**src/rtl/cla_adder_pipe.sv**
```systemverilog
// Pipelined carry-lookahead adder: S1 registers operands, S2 holds
// group carries; sum/cout/ovf ripple inside each group from S2 state.
// Ports: clk, rst_n (sync, active-low); in_valid/in_ready, a, b, cin;
//   out_valid/out_ready, sum, cout, ovf, grp_p, grp_g (NG = WIDTH/GROUP).
// Option: CLA_ADDER_PIPE_SUB_EN adds input sub (sum = a - b when set).
// WIDTH must be a multiple of GROUP and at least GROUP.
module cla_adder_pipe #(
    parameter int WIDTH = 16,
    parameter int GROUP = 4
) (
    input  logic                   clk,
    input  logic                   rst_n,
    input  logic                   in_valid,
    output logic                   in_ready,
    input  logic [WIDTH-1:0]       a,
    input  logic [WIDTH-1:0]       b,
    input  logic                   cin,
`ifdef CLA_ADDER_PIPE_SUB_EN
    input  logic                   sub,
`endif
    output logic                   out_valid,
    input  logic                   out_ready,
    output logic [WIDTH-1:0]       sum,
    output logic                   cout,
    output logic                   ovf,
    output logic [WIDTH/GROUP-1:0] grp_p,
    output logic [WIDTH/GROUP-1:0] grp_g
);

    localparam int NG = WIDTH / GROUP;

    logic [WIDTH-1:0] b_eff;
    logic             c_eff;

`ifdef CLA_ADDER_PIPE_SUB_EN
    assign b_eff = sub ? ~b : b;
    assign c_eff = sub | cin;
`else
    assign b_eff = b;
    assign c_eff = cin;
`endif

    logic s1_valid;
    logic s1_adv;
    logic s2_adv;

    assign s2_adv   = !out_valid || out_ready;
    assign s1_adv   = !s1_valid || s2_adv;
    assign in_ready = s1_adv;

    logic [WIDTH-1:0] s1_a;
    logic [WIDTH-1:0] s1_b;
    logic             s1_c;

    always_ff @(posedge clk) begin
        if (!rst_n) begin
            s1_valid <= 1'b0;
            s1_a     <= '0;
            s1_b     <= '0;
            s1_c     <= 1'b0;
        end else if (s1_adv) begin
            s1_valid <= in_valid;
            if (in_valid) begin
                s1_a <= a;
                s1_b <= b_eff;
                s1_c <= c_eff;
            end
        end
    end

    logic [WIDTH-1:0] bp;
    logic [WIDTH-1:0] bg;
    logic [WIDTH-1:0] bx;

    assign bp = s1_a | s1_b;
    assign bg = s1_a & s1_b;
    assign bx = s1_a ^ s1_b;

    logic [NG-1:0] gp;
    logic [NG-1:0] gg;
    logic [NG-1:0] cgrp;

    // Group lookahead: cgrp[j] is the carry entering group j.
    always_comb begin
        logic acc;
        logic c;
        gp   = '0;
        gg   = '0;
        cgrp = '0;
        acc  = 1'b0;
        c    = s1_c;
        for (int j = 0; j < NG; j++) begin
            acc = 1'b0;
            for (int k = 0; k < GROUP; k++) begin
                acc = bg[j*GROUP+k] | (bp[j*GROUP+k] & acc);
            end
            gp[j]   = &bp[j*GROUP +: GROUP];
            gg[j]   = acc;
            cgrp[j] = c;
            c       = acc | (gp[j] & c);
        end
    end

    logic [WIDTH-1:0] s2_x;
    logic [WIDTH-1:0] s2_p;
    logic [WIDTH-1:0] s2_g;
    logic [NG-1:0]    s2_c;
    logic [NG-1:0]    s2_gp;
    logic [NG-1:0]    s2_gg;

    always_ff @(posedge clk) begin
        if (!rst_n) begin
            out_valid <= 1'b0;
            s2_x      <= '0;
            s2_p      <= '0;
            s2_g      <= '0;
            s2_c      <= '0;
            s2_gp     <= '0;
            s2_gg     <= '0;
        end else if (s2_adv) begin
            out_valid <= s1_valid;
            if (s1_valid) begin
                s2_x  <= bx;
                s2_p  <= bp;
                s2_g  <= bg;
                s2_c  <= cgrp;
                s2_gp <= gp;
                s2_gg <= gg;
            end
        end
    end

    // In-group ripple from the held S2 state; outputs stay stable
    // whenever S2 does not advance.
    always_comb begin
        logic c;
        logic c_msb;
        sum   = '0;
        c     = 1'b0;
        c_msb = 1'b0;
        for (int j = 0; j < NG; j++) begin
            c = s2_c[j];
            for (int k = 0; k < GROUP; k++) begin
                sum[j*GROUP+k] = s2_x[j*GROUP+k] ^ c;
                c_msb          = c;
                c = s2_g[j*GROUP+k] | (s2_p[j*GROUP+k] & c);
            end
        end
        cout = c;
        ovf  = c_msb ^ c;
    end

    assign grp_p = s2_gp;
    assign grp_g = s2_gg;

endmodule

```
**config.mk**
```make
export PLATFORM = sky130hd
export DESIGN_NAME = cla_adder_pipe
export DESIGN_NICKNAME = d
export VERILOG_FILES = /design/src/rtl/cla_adder_pipe.sv
export SDC_FILE = /design/constraint.sdc
export NUM_CORES = 1
export LEC_CHECK = 0
export CELL_PAD_IN_SITES_DETAIL_PLACEMENT = 1
export CELL_PAD_IN_SITES_GLOBAL_PLACEMENT = 1
export CORE_MARGIN = 2
export CORE_UTILIZATION = 39
export CTS_CLUSTER_DIAMETER = 200
export CTS_CLUSTER_SIZE = 8
export DETAILED_ROUTE_END_ITERATION = 8
export PLACE_DENSITY_LB_ADDON = 0.1
export SLEW_MARGIN = 20
export SYNTH_ARGS = -nofsm -noshare
export SYNTH_HDL_FRONTEND = slang
export SYNTH_SLANG_ARGS = --single-unit
export TNS_END_PERCENT = 100
```
**constraint.sdc**
```tcl
create_clock -name clk -period 1.65 [get_ports clk]
set_input_delay 0.2475 -clock clk [delete_from_list [all_inputs] [get_ports clk]]
set_output_delay 0.2475 -clock clk [all_outputs]
set_load 0.1 [all_outputs]
```
==> impl_metrics.yaml <==
status:
  status: "finished with violations"
  violations: "negative setup slack"
logic_synthesis:
  ys_types: 31
  yosysSeqAreaShare_pct: 43.5
  synth_nets: 568
  yosysWarnings: 0
  netlist_area_sq_um: 4090
  ys.flop_type: "dfxtp_1"
  synth_cells: 499
  ys_seq_elements: 89
  post_synth.cell_area_avg_sq_um: 8.20
  synth_edf_count: 0
  ys_async_sr_fraction_pct: 0
clock_network:
  clk_path_buf_depth: 2
  cts.sink_count: 89
  clk_pin_slew_ns: 0.09
  root_buffer: "clkbuf_8"
  postCtsHoldBufs: 0
  tritoncts: "built"
  cts_made_buffers: 9
  clkLatencyLatePin_ns: 0.38
  htree_levels: 3
detailed_routing:
  via_per_inst: 4.95
  routed_wirelength_um: 11600
  dr.pass1.iters: 4
  ant_nets: 0
  first_iter_violations: 86
  wl_per_cell_um: 16.0
  drc: 0
  vias: 3578
sta:
  slew_viol_final: 0
  slew_headroom_pct: 79.3
  fin_skew_ns: 0.0104
  max_freq_mhz: 521
  setup_ws_ns: -0.268
  rsz0062_at_grt: "true"
  holdWs_ns: 0.409
  period_needed_ns: 1.92
  worst_pin_slew_ns: 0.309
  hold_viol: 0
  setup-violations-final: 14
  period_share_pct: 116
floorplanning:
  fp.dieW_um: 106
  die_h_um: 106
  rows: 37
  dieArea_sq_um: 11300
  io_pins: 65
  initial_utilization_pct: 39.8
  design.core.area_sq_um: 10300
global_routing:
  grt_pass1_vias: 3938
  grt_overflow: 0
  antenna_found_initial: 0
  grt_pass1_wl_um: 19200
  grt_usage_pct: 21.7
  grt_max_degree: 38
layout:
  layout_commonest_cell: "nand2_1"
  n_antenna_cell: 0
  drive_above_1_share_pct: 24.7
  area_growth_pct: 49.6
  most-common-layout-cells: "nand2_1 (135), dfxtp_1 (76), a21oi_1 (73)"
  final_cells: 723
  layout.nets: 651
  fill_cells: 1179
power_and_ir_drop:
  leakage_nw: 2.44
  p_per_area_nw_per_um2: 836
  power_w: 0.00512
  vdd_drop_max_mv: 0.397
critical_path:
  critPathLaunch: "s2_p[12]"
  critPathMaxFanout: 2
  rrSetupSlack_ns: 0.06
  rr_startpoint: "s1_a[1]"
  cp.required_ns: 1.40
  worstPathArrival_ns: 1.67
  worst_setup_path_end_kind: "output port"
  critPathKind: "register to output port"
  cp-start-kind: "register"
worst_hold_path:
  hold_class: "primary input to register"
  hold_start: "b[9]"
placement:
  placed_cells: 699
  numPortBuffers: 64
  place_congestion: 0.783
  dp_hpwl_um: 7900
job:
  maxCapViolCount: 0
layer usage:
metal  share of wire, %  wire [um]  GRT usage [%]  vias up
li1                   -          -              -     1765
met1                 42       4830           25.2     1716
met2                 52       5980           39.3       72
met3                3.9        447           3.25       25
met4                2.7        314           9.65        0
met5                  0          0              0        -
sequential cells by signal, summed over array words and instances (netlist names):
name,flops
s2_x,16
s1_a,16
s1_valid,1
s2_p,13
s2_g,13
grp_p,4
out_valid,1
s2_c,4
grp_g,4
s1_b,16
s1_c,1
path summary, 6_finish.rpt:
check	to	cells past startpoint
hold reg to reg	s2_g[13]	2
setup / recovery	ovf	5
setup reg to reg	s2_c[2]	6
hold / removal	s1_b[9]	3
power by group:
group	switching [W]	internal, W
clock network	0.000862	0.000886
logic	0.000598	0.000428
registers	0.0000997	0.00225
total	0.00156	0.00356
through the flow:
step / instance area, sq um / util, % / TNS [ns] / setup slack [ns]
after floorplan: 4390 / - / -18.03 / -0.537
after detailed placement: 5640 / 54.9 / -0.695 / -0.0846
final: 6120 / 59.6 / -1.98 / -0.268
after global placement: 5640 / 54.9 / -0.00208 / -0.00177
after CTS: 6030 / 58.7 / -2.52 / -0.307
after global routing: 6120 / 59.6 / -2.78 / -0.318
kinds of logic after synthesis:
logic type	count (synthesis)	synth area share [%]
compound gates	116	18.2
flops	89	43.5
buf+inv	71	7.92
xor+xnor	16	3.42
fa+ha+maj	32	9.78
simple gates	174	16.8
mux	1	0.275
Yosys cell counts (all sizes together), types with 2 or more instances:
| master | n | area (sq um) |
|---|---|---|
| nand2 | 136 | 510 |
| dfxtp | 89 | 1780 |
| a21oi | 79 | 403 |
| inv | 44 | 165 |
| ha | 32 | 400 |
| nor2 | 24 | 90.1 |
| buf | 21 | 136 |
| a211oi | 15 | 188 |
| xor2 | 11 | 96.3 |
| clkbuf | 6 | 22.5 |
| o21bai | 6 | 45.0 |
| a21o | 5 | 37.5 |
| xnor2 | 5 | 43.8 |
| nor4 | 4 | 25.0 |
| o21ai | 4 | 20.0 |
| nand2b | 3 | 18.8 |
| a31oi | 2 | 12.5 |
| and2 | 2 | 12.5 |
| nand3b | 2 | 15.0 |
| nor2b | 2 | 12.5 |
worst max-delay path, stage by stage, from the launching register on:
cell and delay, ns:
dfxtp_2 0.35, a21oi_4 0.19, o21bai_4 0.08, a21oi_4 0.17, mux2_4 0.33, buf_12 0.17
cell type report:
class	instances	area, sq um	area share [%]
multi-input combinational	339	2420	39.5
sequential	89	1810	29.5
timing repair buffer	99	1330	21.8
clock buffer	12	176	2.88
tap	136	170	2.78
inverter	44	165	2.70
clock inverter	4	56.3	0.919
what timing repair did:
action | in CTS | in global routing
pin swaps | 14 | 11
cloned | 0 | 0
gates resized for setup | 24 | 23
endpoints found under the setup margin | 14 | 18
hold endpoints to repair | 0 | 0
buffers inserted | 9 | 5
(Power assumes the default switching activity.)
